--- config.mk ---
export PLATFORM = sky130hd
export DESIGN_NAME = cdr_lock_ctrl
export DESIGN_NICKNAME = d
export VERILOG_FILES = /design/src/rtl/cdr_pkg.sv /design/src/rtl/cdr_lock_window.sv /design/src/rtl/cdr_lock_ctrl.sv
export SDC_FILE = /design/constraint.sdc
export NUM_CORES = 1
export LEC_CHECK = 0
export ABC_AREA = 0
export CAP_MARGIN = 30
export CORE_UTILIZATION = 50
export DETAILED_ROUTE_END_ITERATION = 16
export GPL_ROUTABILITY_DRIVEN = 0
export GPL_TIMING_DRIVEN = 0
export PLACE_DENSITY = 0.66
export SETUP_SLACK_MARGIN = 0.05
export SYNTH_ARGS = -nofsm -noshare
export SYNTH_HDL_FRONTEND = slang
export SYNTH_SLANG_ARGS = --single-unit
--- constraint.sdc ---
create_clock -name clk -period 11.8 [get_ports clk]
set_input_delay 2.95 -clock clk [delete_from_list [all_inputs] [get_ports clk]]
set_output_delay 2.95 -clock clk [all_outputs]
set_load 0.05 [all_outputs]
--- src/rtl/cdr_pkg.sv ---
// Shared types and default constants for the CDR lock controller and its window judge.
package cdr_pkg;

    typedef enum logic [1:0] {
        ST_IDLE  = 2'd0,
        ST_ACQ   = 2'd1,
        ST_TRACK = 2'd2,
        ST_HOLD  = 2'd3
    } cdr_state_t;

    localparam int DEF_WIN_LOG2    = 6;
    localparam int DEF_LOCK_THR    = 8;
    localparam int DEF_MIN_TRANS   = 8;
    localparam int DEF_LOCK_WINS   = 4;
    localparam int DEF_UNLOCK_WINS = 2;
    localparam int DEF_LOS_CYCLES  = 255;

    localparam int DEF_ACQ_KP = 2;
    localparam int DEF_ACQ_KI = 4;
    localparam int DEF_TRK_KP = 4;
    localparam int DEF_TRK_KI = 8;

    // Bits needed to hold the values 0..max_val.
    function automatic int cnt_width(input int max_val);
        int w;
        w = $clog2(max_val + 1);
        return (w < 1) ? 1 : w;
    endfunction

endpackage

--- src/rtl/cdr_lock_window.sv ---
// Accumulates phase-detector balance and transition count over a 2^WIN_LOG2-bit window
// and judges the window on its final sample.
module cdr_lock_window
    import cdr_pkg::*;
#(
    parameter int WIN_LOG2  = DEF_WIN_LOG2,
    parameter int LOCK_THR  = DEF_LOCK_THR,
    parameter int MIN_TRANS = DEF_MIN_TRANS
) (
    input  logic clk,
    input  logic rst,
    input  logic clr,
    input  logic sample_en,
    input  logic pd_early,
    input  logic pd_late,
    output logic win_done,
    output logic win_good
);

    localparam int BAL_W = WIN_LOG2 + 2;
    localparam int TRN_W = WIN_LOG2 + 1;

    logic [WIN_LOG2-1:0]     smp_cnt;
    logic signed [BAL_W-1:0] bal;
    logic signed [BAL_W-1:0] bal_sum;
    logic signed [BAL_W-1:0] step;
    logic [BAL_W-1:0]        bal_mag;
    logic [TRN_W-1:0]        trans;
    logic [TRN_W-1:0]        trans_sum;
    logic                    is_trans;

    // The window-end sample is folded into the sums before judging.
    always_comb begin
        step     = '0;
        is_trans = sample_en && (pd_early || pd_late);
        if (sample_en && pd_early && !pd_late) begin
            step = BAL_W'(1);
        end else if (sample_en && pd_late && !pd_early) begin
            step = '1;
        end
        bal_sum   = bal + step;
        trans_sum = trans + {{(TRN_W-1){1'b0}}, is_trans};
        bal_mag   = bal_sum[BAL_W-1] ? -bal_sum : bal_sum;
        win_done  = sample_en && (smp_cnt == '1);
        win_good  = win_done
                    && (bal_mag <= BAL_W'(LOCK_THR))
                    && (trans_sum >= TRN_W'(MIN_TRANS));
    end

    always_ff @(posedge clk) begin
        if (rst || clr || win_done) begin
            smp_cnt <= '0;
            bal     <= '0;
            trans   <= '0;
        end else if (sample_en) begin
            smp_cnt <= smp_cnt + WIN_LOG2'(1);
            bal     <= bal_sum;
            trans   <= trans_sum;
        end
    end

endmodule

--- src/rtl/cdr_lock_ctrl.sv ---
// CDR lock-acquisition FSM: judges lock over bit windows, schedules loop-filter gains,
// detects loss of signal and drives the integrator clear/freeze controls.
module cdr_lock_ctrl
    import cdr_pkg::*;
#(
    parameter int WIN_LOG2    = DEF_WIN_LOG2,
    parameter int LOCK_THR    = DEF_LOCK_THR,
    parameter int MIN_TRANS   = DEF_MIN_TRANS,
    parameter int LOCK_WINS   = DEF_LOCK_WINS,
    parameter int UNLOCK_WINS = DEF_UNLOCK_WINS,
    parameter int LOS_CYCLES  = DEF_LOS_CYCLES,
    parameter int ACQ_KP      = DEF_ACQ_KP,
    parameter int ACQ_KI      = DEF_ACQ_KI,
    parameter int TRK_KP      = DEF_TRK_KP,
    parameter int TRK_KI      = DEF_TRK_KI
) (
    input  logic       clk,
    input  logic       rst,
    input  logic       ena,
    input  logic       sample_en,
    input  logic       pd_early,
    input  logic       pd_late,
    output logic [3:0] kp_shift,
    output logic [3:0] ki_shift,
    output logic       acc_clr,
    output logic       freeze,
    output logic       lock,
    output logic [1:0] state
);

    localparam int RUN_W = cnt_width((LOCK_WINS > UNLOCK_WINS) ? LOCK_WINS : UNLOCK_WINS);

    cdr_state_t       state_r;
    cdr_state_t       state_d;
    logic [RUN_W-1:0] good_cnt;
    logic [RUN_W-1:0] good_cnt_d;
    logic [RUN_W-1:0] bad_cnt;
    logic [RUN_W-1:0] bad_cnt_d;
    logic [7:0]       los_cnt;
    logic [7:0]       los_cnt_d;
    logic             is_trans;
    logic             los_hit;
    logic             win_clr;
    logic             win_done;
    logic             win_good;

    assign is_trans = sample_en && (pd_early || pd_late);
    assign state    = state_r;

    cdr_lock_window #(
        .WIN_LOG2  (WIN_LOG2),
        .LOCK_THR  (LOCK_THR),
        .MIN_TRANS (MIN_TRANS)
    ) u_window (
        .clk       (clk),
        .rst       (rst),
        .clr       (win_clr),
        .sample_en (sample_en),
        .pd_early  (pd_early),
        .pd_late   (pd_late),
        .win_done  (win_done),
        .win_good  (win_good)
    );

    // LOS only runs while the loop is actively steering; IDLE and HOLD keep it at zero.
    always_comb begin
        los_hit   = 1'b0;
        los_cnt_d = '0;
        if ((state_r == ST_ACQ) || (state_r == ST_TRACK)) begin
            if (is_trans) begin
                los_cnt_d = '0;
            end else if (los_cnt == 8'(LOS_CYCLES - 1)) begin
                los_hit   = 1'b1;
                los_cnt_d = '0;
            end else begin
                los_cnt_d = los_cnt + 8'd1;
            end
        end
    end

    always_comb begin
        state_d    = state_r;
        good_cnt_d = good_cnt;
        bad_cnt_d  = bad_cnt;
        if (!ena) begin
            state_d = ST_IDLE;
        end else begin
            case (state_r)
                ST_IDLE: begin
                    state_d = ST_ACQ;
                end
                ST_ACQ: begin
                    if (los_hit) begin
                        state_d = ST_HOLD;
                    end else if (win_done) begin
                        if (!win_good) begin
                            good_cnt_d = '0;
                        end else if (good_cnt == RUN_W'(LOCK_WINS - 1)) begin
                            state_d = ST_TRACK;
                        end else begin
                            good_cnt_d = good_cnt + RUN_W'(1);
                        end
                    end
                end
                ST_TRACK: begin
                    if (los_hit) begin
                        state_d = ST_HOLD;
                    end else if (win_done) begin
                        if (win_good) begin
                            bad_cnt_d = '0;
                        end else if (bad_cnt == RUN_W'(UNLOCK_WINS - 1)) begin
                            state_d = ST_ACQ;
                        end else begin
                            bad_cnt_d = bad_cnt + RUN_W'(1);
                        end
                    end
                end
                ST_HOLD: begin
                    if (is_trans) begin
                        state_d = ST_ACQ;
                    end
                end
                default: begin
                    state_d = ST_IDLE;
                end
            endcase
        end
        if (state_d != state_r) begin
            good_cnt_d = '0;
            bad_cnt_d  = '0;
        end
        win_clr = (state_r == ST_IDLE) || (state_r == ST_HOLD) || (state_d != state_r);
    end

    // Outputs are decoded from the next state so they line up with the state register.
    always_ff @(posedge clk) begin
        if (rst) begin
            state_r  <= ST_IDLE;
            good_cnt <= '0;
            bad_cnt  <= '0;
            los_cnt  <= '0;
            lock     <= 1'b0;
            freeze   <= 1'b0;
            acc_clr  <= 1'b0;
            kp_shift <= 4'(ACQ_KP);
            ki_shift <= 4'(ACQ_KI);
        end else begin
            state_r  <= state_d;
            good_cnt <= good_cnt_d;
            bad_cnt  <= bad_cnt_d;
            los_cnt  <= los_cnt_d;
            lock     <= (state_d == ST_TRACK);
            freeze   <= (state_d == ST_HOLD);
            acc_clr  <= (state_r == ST_IDLE) && (state_d == ST_ACQ);
            kp_shift <= (state_d == ST_TRACK) ? 4'(TRK_KP) : 4'(ACQ_KP);
            ki_shift <= (state_d == ST_TRACK) ? 4'(TRK_KI) : 4'(ACQ_KI);
        end
    end

endmodule

Word level (Yosys, flattened, before mapping) --
Index checks and enable logic that the tools add are counted. Widths: inputs -> output; s select.
Operators by class: $mul 0, eq/ne operators 13, bitwise logic cells 2, add/sub/neg operators 7, $lt $le $gt $ge 2, divide/modulo/power cells 0, muxes and demuxes 23, shift-type cells 0, reductions and logical operators 22
Operators by type and width (number):
- $mux 8 | 3
- $mux 2 | 10
- $mux 3 | 5
- $reduce_and 5->1 | 2
- $logic_and 1x1->1 | 9
- $add 8x1->8 const B | 1
- $add 8x8->8 | 1
- $eq 2x2->1 const B | 4
- $eq 8x8->1 const B | 1
- $le 8x4->1 const B | 1
- $neg 8->8 | 1
- $pmux 2 s4 | 1
- $add 7x1->7 | 1
- $ge 7x4->1 const B | 1
- $add 3x1->3 const B | 2
- $add 6x1->6 const B | 1
- $eq 6x6->1 const B | 1
- $logic_or 1x1->1 | 6
- $eq 2x1->1 const B | 2
- $mux 4 | 1
- $ne 2x2->1 const B | 2
- $reduce_or 4->1 | 1
- $eq 3x1->1 const B | 1
- $eq 3x2->1 const B | 1
- 6 further kinds | 10
Word-level totals: input port bits 6, output and inout bits 13, memories 0, bits in registers 48, logic and storage cells 81, memory bits (read-only) 0, bits in writable memories 0, bits in latches 0

Longest topological paths before layout --
Gate-level depths: netlist (run 1).
word-level depth 19, gate-level depth with buffers 15, gate-level depth less buffers 13

Hierarchy --
Synthesis (run 1) repeated with hierarchy kept, for this count alone.
Second synthesis, totals: cell total of the unflattened synthesis 304, area total of the unflattened synthesis 2705.1 um^2
By module, submodules not included:
- cdr_lock_window | area an instance 1397.6 um^2, sequential area each 420.4 um^2, cells an instance 162, instances 1
- cdr_lock_ctrl | area an instance 1307.5 um^2, sequential area each 400.4 um^2, cells an instance 142, instances 1

Least setup slack after synthesis (run 1) --
Ideal clock, no wire load.
path kind in2reg, start input port sample_en, end register u_window.bal[1], arrival 6126 ps, path slack 5574 ps, path buffers 2, stages on the path 15, data required time 11700 ps, library setup time 100 ps, cell sequence clkbuf_1 inv_1 nor2_1 ha_1 inv_1 fa_1 nor2b_1 o22ai_1 xor2_1 mux2_2 a22o_1 mux2i_2 o2111ai_2 buf_6 a2111oi_4
On the way: word-level cells in the longest chain between the ends 19, elaborated cells on any way between the ends 31, classes of those cells 3 x add/sub; 2 x order compare; 1 x eq/ne; 14 x mux; 11 x reduce/logical
Ends and longest elaborated chain:
- start, declared | line cdr_lock_ctrl.sv:20 | input logic sample_en,
- $logic_and 1x1->1 (2 in series) | line cdr_lock_window.sv:38 | end else if (sample_en && pd_late && !pd_early) begin
- $mux 8 | line cdr_lock_window.sv:38
- $mux 8 | line cdr_lock_window.sv:36 | if (sample_en && pd_early && !pd_late) begin
- $add 8x8->8 | line cdr_lock_window.sv:41 | bal_sum = bal + step;
- $neg 8->8 | line cdr_lock_window.sv:43 | bal_mag = bal_sum[BAL_W-1] ? -bal_sum : bal_sum;
- $mux 8 | line cdr_lock_window.sv:43
- $le 8x4->1 | line cdr_lock_window.sv:46 | && (bal_mag <= BAL_W'(LOCK_THR))
- $logic_and 1x1->1 | line cdr_lock_window.sv:46
- $logic_and 1x1->1 | line cdr_lock_window.sv:47 | && (trans_sum >= TRN_W'(MIN_TRANS));
- $mux 2, on equally long branches | line cdr_lock_ctrl.sv:109, cdr_lock_ctrl.sv:96
- $mux 2, on equally long branches | line cdr_lock_ctrl.sv:108, cdr_lock_ctrl.sv:95
- $mux 2, on equally long branches | line cdr_lock_ctrl.sv:106, cdr_lock_ctrl.sv:93
- $pmux 2 s4 | line cdr_lock_ctrl.sv:88 | case (state_r)
- $mux 2 | line cdr_lock_ctrl.sv:85 | if (!ena) begin
- $ne 2x2->1 | line cdr_lock_ctrl.sv:132 | win_clr = (state_r == ST_IDLE) || (state_r == ST_HOLD) || (state_d != state_r);
- $logic_or 1x1->1 | line cdr_lock_ctrl.sv:132
- $logic_or 1x1->1 (2 in series) | line cdr_lock_window.sv:51 | if (rst || clr || win_done) begin
- end signal, assigned | line cdr_lock_window.sv:57 | bal <= bal_sum;
- end, declared | line cdr_lock_window.sv:24 | logic signed [BAL_W-1:0] bal;
Parallel ways exist; a longest one is shown, timed or not. A chain may end at the register's enable or synchronous reset.

Worst setup path in the final report (run 1) --
start input port sample_en, end register bad_cnt[0]
On the way: word-level cells in the longest chain between the ends 17, elaborated cells on any way between the ends 33, classes of those cells 3 x add/sub; 2 x order compare; 2 x eq/ne; 15 x mux; 1 x bitwise; 10 x reduce/logical
Ends and longest elaborated chain:
- $logic_and 1x1->1 (2 in series) | line cdr_lock_window.sv:38
- $mux 8 | line cdr_lock_window.sv:38
- $mux 8 | line cdr_lock_window.sv:36
- $add 8x8->8 | line cdr_lock_window.sv:41
- $neg 8->8 | line cdr_lock_window.sv:43
- $mux 8 | line cdr_lock_window.sv:43
- $le 8x4->1 | line cdr_lock_window.sv:46
- $logic_and 1x1->1 | line cdr_lock_window.sv:46
- $logic_and 1x1->1 | line cdr_lock_window.sv:47
- $mux 2, on equally long branches | line cdr_lock_ctrl.sv:109, cdr_lock_ctrl.sv:96
- $mux 2, on equally long branches | line cdr_lock_ctrl.sv:108, cdr_lock_ctrl.sv:95
- $mux 2, on equally long branches | line cdr_lock_ctrl.sv:106, cdr_lock_ctrl.sv:93
- $pmux 2 s4 | line cdr_lock_ctrl.sv:88
- $mux 2 | line cdr_lock_ctrl.sv:85
- $ne 2x2->1 | line cdr_lock_ctrl.sv:128 | if (state_d != state_r) begin
- $reduce_or 2->1 (no source line)
- end signal, assigned | line cdr_lock_ctrl.sv:150 | bad_cnt <= bad_cnt_d;
- end, declared | line cdr_lock_ctrl.sv:37 | logic [RUN_W-1:0] bad_cnt;
Parallel ways exist; a longest one is shown, timed or not.

==> run metrics, run 1 <==
half-perimeter wire length of the detailed placement result=4690 um; Worst setup EP type=register; Vert. Die Dim=77.6 um; number of register bits inferred by synthesis=41; antenna-violating nets left=0; area of the die=about 0.006 mm2; vias post-DR=2,511; worst r2r path cells=11; number of cell rows=27; final worst setup slack=4.60 ns; average wire per cell in the routed design=14.1 um; total standard cell area after synthesis=0.00285 mm2; flop2flop setup slack=8.12 ns; number of design-rule violations left by the first detailed-router iteration=150; P&R area growth vs syn=11.1%; Avg Cell Area, Syn=8.34 um2; final clock skew=about 0.0064 ns; post-place setup slack=between 4 and 5 ns; vias per std cell=5.73; Arr. time, crit path=about 7.4 ns; startpoint of the most critical hold path=los_cnt[0]$_SDFF_PP0_; number of setup violations in the final report=0; most common cell after layout, fill and taps aside=sky130_fd_sc_hd__dfxtp_1; vias in the first global route=2,291; clock latency at the later pin of the worst-skew pair=0.29 ns; Post-Synthesis Cells=approximately 340; Hold Buf Count CTS=0; sum of overflow across all layers after global routing=0; number of buffers on the longest clock path=2; max frequency=0.139 GHz; proportion of netlist area held by the largest area contributor=28.8%; Starting Density=about 52%; Critical Path Most Common Cell=sky130_fd_sc_hd__inv_1; number of buffer cells added on primary ports=13; number of different library cells in the post-synthesis netlist=59; startpoint kind of the worst setup timing path=primary input; CTS tree=yes; Warnings, synthesis=0; final critical-path share of the clock period=61.0%; post-CTS setup buffer count=0; clock sink count=41; post-CTS clock slew at the launch and capture registers of the worst setup and hold paths=0.08 ns; top-level port count=19; start-to-end type of the worst setup path=primary input to register; final hold vios=0; outcome=completed; DRC violation count after routing=0; cell breakdown of the critical path=clkdlybuf4s50_1 > clkbuf_1 > inv_1 > nor2_1 > ha_1 > inv_1 > fa_1 > nor2b_1 > nand3b_1 > o31ai_1 > a2111oi_2 > a211oi_1 > nand3_1 > o211ai_1 > nor4bb_1; CTS Buf Count=5; antenna violations before repair=0; maximum number of pins on one net before global-route repair=14; PostCTS Resize Cnt=0; endpoint with the worst hold slack=los_cnt[0]$_SDFF_PP0_; share of layout cells above drive strength 1=~8.7%; Die Wd=77.6 um; count of flip-flops with a built-in enable after synthesis=0; slowest library cell on the worst path=sky130_fd_sc_hd__a211oi_1; worst supply voltage drop on vdd=slightly above 0.00006 V; tightest slew margin relative to the limit=~47%; Worst Hold Depth=1; critical path required time=11.96 ns; final worst path period need=7.20 ns; number of fillers in the final layout=527; Final nets=around 400; Power per Cell Area=between 80 and 90 mW/mm2; measured slew at the worst slew-check pin=0.792 ns; most used flip-flop cell after synthesis=sky130_fd_sc_hd__dfxtp_1; sequential fraction of the synthesis area=28.8%; cell accounting for the most synthesized area=sky130_fd_sc_hd__dfxtp_1; 1st-pass router iterations=4; total global routing track utilization=22.1%; aggregate routed wire length=between 6000 and 7000 um; clock tree root buffer cell=sky130_fd_sc_hd__clkbuf_8; leading post-synthesis cells by cell area=sky130_fd_sc_hd__dfxtp_1 29%, sky130_fd_sc_hd__ha_1 9.6%, sky130_fd_sc_hd__xor2_1 4.6%; unrepaired setup endpoints after global routing=no; standard cell core area=0.00551 mm2; ys async rst share=0%; H-tree Lvls=2; highest cell delay on the worst timing path=between 0.6 and 0.7 ns; max-slew violations=0; global-route wire length before repair=roughly 11,000 um; Worst Hold Class=register to register; most frequent cells in the layout=41 x sky130_fd_sc_hd__dfxtp_1, 30 x sky130_fd_sc_hd__nor2_1, 22 x sky130_fd_sc_hd__ha_1; CP max FO=10; sum of negative setup slack=0 ns; RR Startpoint=u_window.bal[0]$_SDFFE_PP0P_; endpoint of the worst-slack reg-to-reg timing path=bad_cnt[0]$_SDFFE_PP0P_; Static Leakage=1.18 nW; max cap viols=0; Inserted Diodes=0
==> routing by layer <==
| layer | up-vias | part of all wire, % | global-route usage, % |
|---|---|---|---|
| li1 | 1294 | - | - |
| met3 | 7 | 3.3 | 3.18 |
| met4 | 0 | 0.94 | 4.53 |
| met2 | 38 | 46 | 35.0 |
| met5 | - | 0 | 0 |
| met1 | 1172 | 50 | 31.7 |
==> worst max-delay path, delay by kind of cell <==
kind | cells | cell delay [ns]
AOI/OAI and AO/OA | 4 | 1.57
adders and majority gates | 2 | 0.80
buffers and inverters | 4 | 1.12
and+or+nand+nor | 5 | 0.90
==> report_power, final <==
group	switching, mW	leakage (nW)	internal (mW)
combinational	0.0261	0.802	0.0145
clock	0.0506	0.0439	0.0409
sequential	0.000933	0.331	0.139
total	0.0776	1.18	0.194
==> cells by family (layout without fill, tap and decap cells) <==
family | after synthesis | in the layout | synth area share [%]
AOI/OAI and AO/OA | 78 | 78 | 20.1
xor gates and xnor gates | 20 | 20 | 6.14
adders and majority gates | 23 | 23 | 10.3
buffers and inverters | 35 | 56 | 6.18
DFF | 41 | 41 | 28.8
muxes | 9 | 9 | 3.38
other | 1 | 4 | 0.131
and+or+nand+nor | 135 | 135 | 24.9
==> state kept, by name, indices dropped and copies added (netlist names) <==
signal,count
u_window.bal,8
good_cnt,3
los_cnt,8
state,2
u_window.trans,7
kp_shift,1
acc_clr,1
freeze,1
lock,1
u_window.smp_cnt,6
bad_cnt,3
==> layout make-up <==
cell class | instances | area, um2 | area share (%)
repair buffers | 13 | 130 | 4.10
clock buffers | 5 | 68.8 | 2.17
plain buffers | 18 | 113 | 3.55
well taps | 72 | 90.1 | 2.84
inverters | 17 | 63.8 | 2.01
multi-input cells | 269 | 1870 | 58.9
flip-flops and latches | 41 | 821 | 25.9
clock inverters | 3 | 17.5 | 0.552
==> cell usage after synthesis (all sizes together), types with 7 or more instances <==
| master | n |
|---|---|
| a211oi | 7 |
| a21oi | 17 |
| and3 | 7 |
| buf | 13 |
| dfxtp | 41 |
| ha | 22 |
| inv | 17 |
| mux2i | 7 |
| nand2 | 20 |
| nand3 | 14 |
| nand4 | 7 |
| nor2 | 31 |
| nor3 | 21 |
| o2111ai | 8 |
| o21ai | 13 |
| or3 | 9 |
| xor2 | 15 |
==> metrics by stage <==
stage | util [%] | power, mW | cells | hold slack (ns) | area (um2)
floorplan | - | 0.174 | 345 | 0.430 | 2870
global placement | 56.0 | 0.183 | 430 | 0.447 | 3090
detailed placement | 56.0 | 0.183 | 430 | 0.462 | 3090
CTS | 57.6 | 0.275 | 438 | 0.481 | 3170
global route | 57.6 | 0.285 | 438 | 0.508 | 3170
finish | 57.6 | 0.272 | 438 | 0.471 | 3170
==> worst max path at each step <==
stage,from,endpoint,slack [ns],cells past startpoint
finish,sample_en,bad_cnt[0]$_SDFFE_PP0P_,4.60,15
global route,sample_en,good_cnt[1]$_SDFFE_PP0P_,4.13,15
CTS,sample_en,bad_cnt[0]$_SDFFE_PP0P_,4.64,15
detailed placement,sample_en,bad_cnt[0]$_SDFFE_PP0P_,4.33,15
global placement,sample_en,bad_cnt[0]$_SDFFE_PP0P_,4.32,15
floorplan,sample_en,u_window.bal[1]$_SDFFE_PP0P_,5.57,15
(Power assumes the default switching activity.)
==> run 2, diff against run 1 <==
- clock period: 11.8 -> 7.1 ns (I/O delays scaled with it)
==> results of run 2 <==
The final DEF is identical to that of run 1. Status: completed.
Main changes from that run: setup slack after placement 4.33 ns -> 0.805 ns; setup slack after layout 4.60 ns -> 1.07 ns; register-to-register setup slack 8.12 ns -> 3.42 ns; total power 0.272 mW -> 0.452 mW; worst IR drop on VDD 0.0000605 V -> 0.000101 V
==> run 3, diff against run 2 <==
- clock period: 7.1 -> 5.9 ns (I/O delays scaled with it)
==> run metrics, run 3 (synthesis results as in run 1) <==
Worst Hold Depth=1 (unchanged); Power per Cell Area=171 mW/mm2; half-perimeter wire length of the detailed placement result=4690 um (unchanged); vias in the first global route=2,291 (unchanged); antenna violations before repair=0 (unchanged); tightest slew margin relative to the limit=47.5% (+0.31 points); Buf+Inv Stages, Crit Path=4 (unchanged); aggregate routed wire length=6190 um (+0.42%); P&R area growth vs syn=11.9%; average wire per cell in the routed design=14.1 um (+0.42%); sum of overflow across all layers after global routing=0 (unchanged); 1st-pass router iterations=4 (unchanged); measured slew at the worst slew-check pin=0.787 ns (-0.00471 ns); endpoint of the worst-slack reg-to-reg timing path=bad_cnt[0]$_SDFFE_PP0P_; registers with the highest flip-flop counts=los_cnt x8, u_window.bal x8, u_window.trans x7; endpoint with the worst hold slack=los_cnt[0]$_SDFF_PP0_; share of power burned in the clock network=33.7% (about the same); Critical Path Most Common Cell=sky130_fd_sc_hd__inv_1; standard cell core area=0.00551 mm2 (unchanged); top-level port count=19 (unchanged); clock sink count=41 (unchanged); Final nets=394 (unchanged); CP startpoint=sample_en; global-route wire length before repair=10,800 um (unchanged); final worst path period need=5.42 ns; flop2flop setup slack=2.32 ns; internal power summed over all cells=0.389 mW; CTS Buf Count=5 (unchanged); final hold vios=0 (unchanged); switching fraction of total power=28.7%; Vert. Die Dim=77.6 um (unchanged); Static Leakage=1.18 nW (+0.64%); start-to-end type of the worst setup path=primary input to register; max cap viols=0 (unchanged); Die Wd=77.6 um (unchanged); share of layout cells above drive strength 1=9.84% (+1.1 points); post-place setup slack=-0.0953 ns; worst supply voltage drop on vdd=0.000124 V; CTS tree=yes; clock tree root buffer cell=sky130_fd_sc_hd__clkbuf_8; critical path required time=6.06 ns; Worst setup EP type=register; number of fillers in the final layout=527 (unchanged); Worst Hold Class=register to register; reported net switching power=0.157 mW; share of power burned in registers=51.3% (-0.2 points); H-tree Lvls=2 (unchanged); unrepaired setup endpoints after global routing=no; number of buffer cells added on primary ports=13 (unchanged); final critical-path share of the clock period=roughly nine tenths; DRC violation count after routing=0 (unchanged); final clock skew=0.00614 ns (-0.000266 ns); highest cell delay on the worst timing path=0.56 ns (-0.12 ns); number of setup violations in the final report=0 (unchanged); maximum number of pins on one net before global-route repair=14 (unchanged); post-CTS clock slew at the launch and capture registers of the worst setup and hold paths=0.08 ns (about the same); final worst setup slack=0.482 ns; number of cell rows=27 (unchanged); Pwr Total=0.546 mW; vias per std cell=5.75 (+0.36%); outcome=completed; cell breakdown of the critical path=clkdlybuf4s50_1 > clkbuf_2 > inv_1 > nor2_1 > ha_1 > inv_1 > fa_1 > nor2b_1 > o22ai_1 > xor2_2 > mux2_2 > a22oi_1 > nor2_2 > o211ai_1 > nor4bb_1; gate family responsible for the most delay along the worst path=compound AO/OA/AOI/OAI gates; max frequency=0.185 GHz; max-slew violations=0 (unchanged); worst r2r path cells=11 (unchanged); startpoint kind of the worst setup timing path=primary input; most frequent cells in the layout=41 x sky130_fd_sc_hd__dfxtp_1, 30 x sky130_fd_sc_hd__nor2_1, 22 x sky130_fd_sc_hd__ha_1; most common cell after layout, fill and taps aside=sky130_fd_sc_hd__dfxtp_1; number of buffers on the longest clock path=2 (unchanged); CP max FO=10 (unchanged); vias post-DR=2,520 (+0.36%); clock latency at the later pin of the worst-skew pair=0.29 ns (about the same); RR Startpoint=u_window.bal[0]$_SDFFE_PP0P_; antenna-violating nets left=0 (unchanged); total global routing track utilization=22.1% (unchanged); area of the die=0.00601 mm2 (unchanged); Arr. time, crit path=5.58 ns; combinational power share=15.0% (about the same); slowest library cell on the worst path=sky130_fd_sc_hd__o211ai_1; Inserted Diodes=0 (unchanged); Starting Density=51.8% (unchanged); number of design-rule violations left by the first detailed-router iteration=184 (+23%); startpoint of the most critical hold path=los_cnt[0]$_SDFF_PP0_
## run 3: layout make-up
type                    instances  area (um2)  share of cell area [%]
multi-input cells             269        1890                    59.1
flip-flops and latches         41         821                    25.7
repair buffers                 13         130                    4.08
plain buffers                  18         114                    3.57
well taps                      72        90.1                    2.82
clock buffers                   5        68.8                    2.16
inverters                      17        63.8                    2.00
clock inverters                 3        17.5                   0.549
## run 3: stage by stage
| stage | hold WS (ns) | TNS [ns] | instances | util [%] | instance area, um2 |
|---|---|---|---|---|---|
| 6_report | 0.474 | 0 | 438 | 58.0 | 3190 |
| 5_1_grt | 0.508 | 0 | 438 | 58.0 | 3190 |
| 4_1_cts | 0.481 | 0 | 438 | 57.6 | 3170 |
| 3_5_place_dp | 0.462 | -0.602 | 430 | 56.0 | 3090 |
| 3_3_place_gp | 0.447 | -0.731 | 430 | 56.0 | 3090 |
| 2_1_floorplan | 0.430 | 0 | 345 | - | 2870 |
## run 3: worst max path at each step
stage	end	cells after the start	slack (ns)
final	bad_cnt[0]$_SDFFE_PP0P_	15	0.48
after global routing	u_window.bal[1]$_SDFFE_PP0P_	16	0.18
after CTS	bad_cnt[0]$_SDFFE_PP0P_	15	0.22
after detailed placement	bad_cnt[0]$_SDFFE_PP0P_	15	-0.1
after global placement	bad_cnt[0]$_SDFFE_PP0P_	15	-0.10
after floorplan	u_window.bal[1]$_SDFFE_PP0P_	15	1.15
## run 3: worst reg2reg max path, stage by stage, from the launching register on
cell and delay (ns):
sky130_fd_sc_hd__dfxtp_1 0.35, sky130_fd_sc_hd__ha_1 0.23, sky130_fd_sc_hd__inv_1 0.07, sky130_fd_sc_hd__fa_1 0.45
sky130_fd_sc_hd__nor2b_1 0.22, sky130_fd_sc_hd__o22ai_1 0.15, sky130_fd_sc_hd__xor2_2 0.31, sky130_fd_sc_hd__mux2_2 0.39
sky130_fd_sc_hd__a22oi_1 0.41, sky130_fd_sc_hd__nor2_2 0.17, sky130_fd_sc_hd__o211ai_1 0.56, sky130_fd_sc_hd__nor4bb_1 0.13
## run 3: power by group through the flow
stage	combinational (mW)	sequential, mW	clock [mW]
2_1_floorplan	0.0588	0.289	0
3_3_place_gp	0.0788	0.286	0
3_5_place_dp	0.0800	0.287	0
4_1_cts	0.0803	0.280	0.189
5_1_grt	0.0891	0.280	0.202
6_report	0.0818	0.280	0.184
## run 3: routing by layer
layer	part of all wire [%]	GRT usage (%)	routed length, um
met4	0.86	4.53	53
met5	0	0	0
met3	4.6	3.18	287
met1	49	31.7	3040
met2	45	35.0	2820
## run 3: what timing repair did
item,4_1_cts,5_1_grt
endpoints found under the setup margin,0,30
resized for setup,0,5
hold buffers,0,0
buffers inserted,0,0
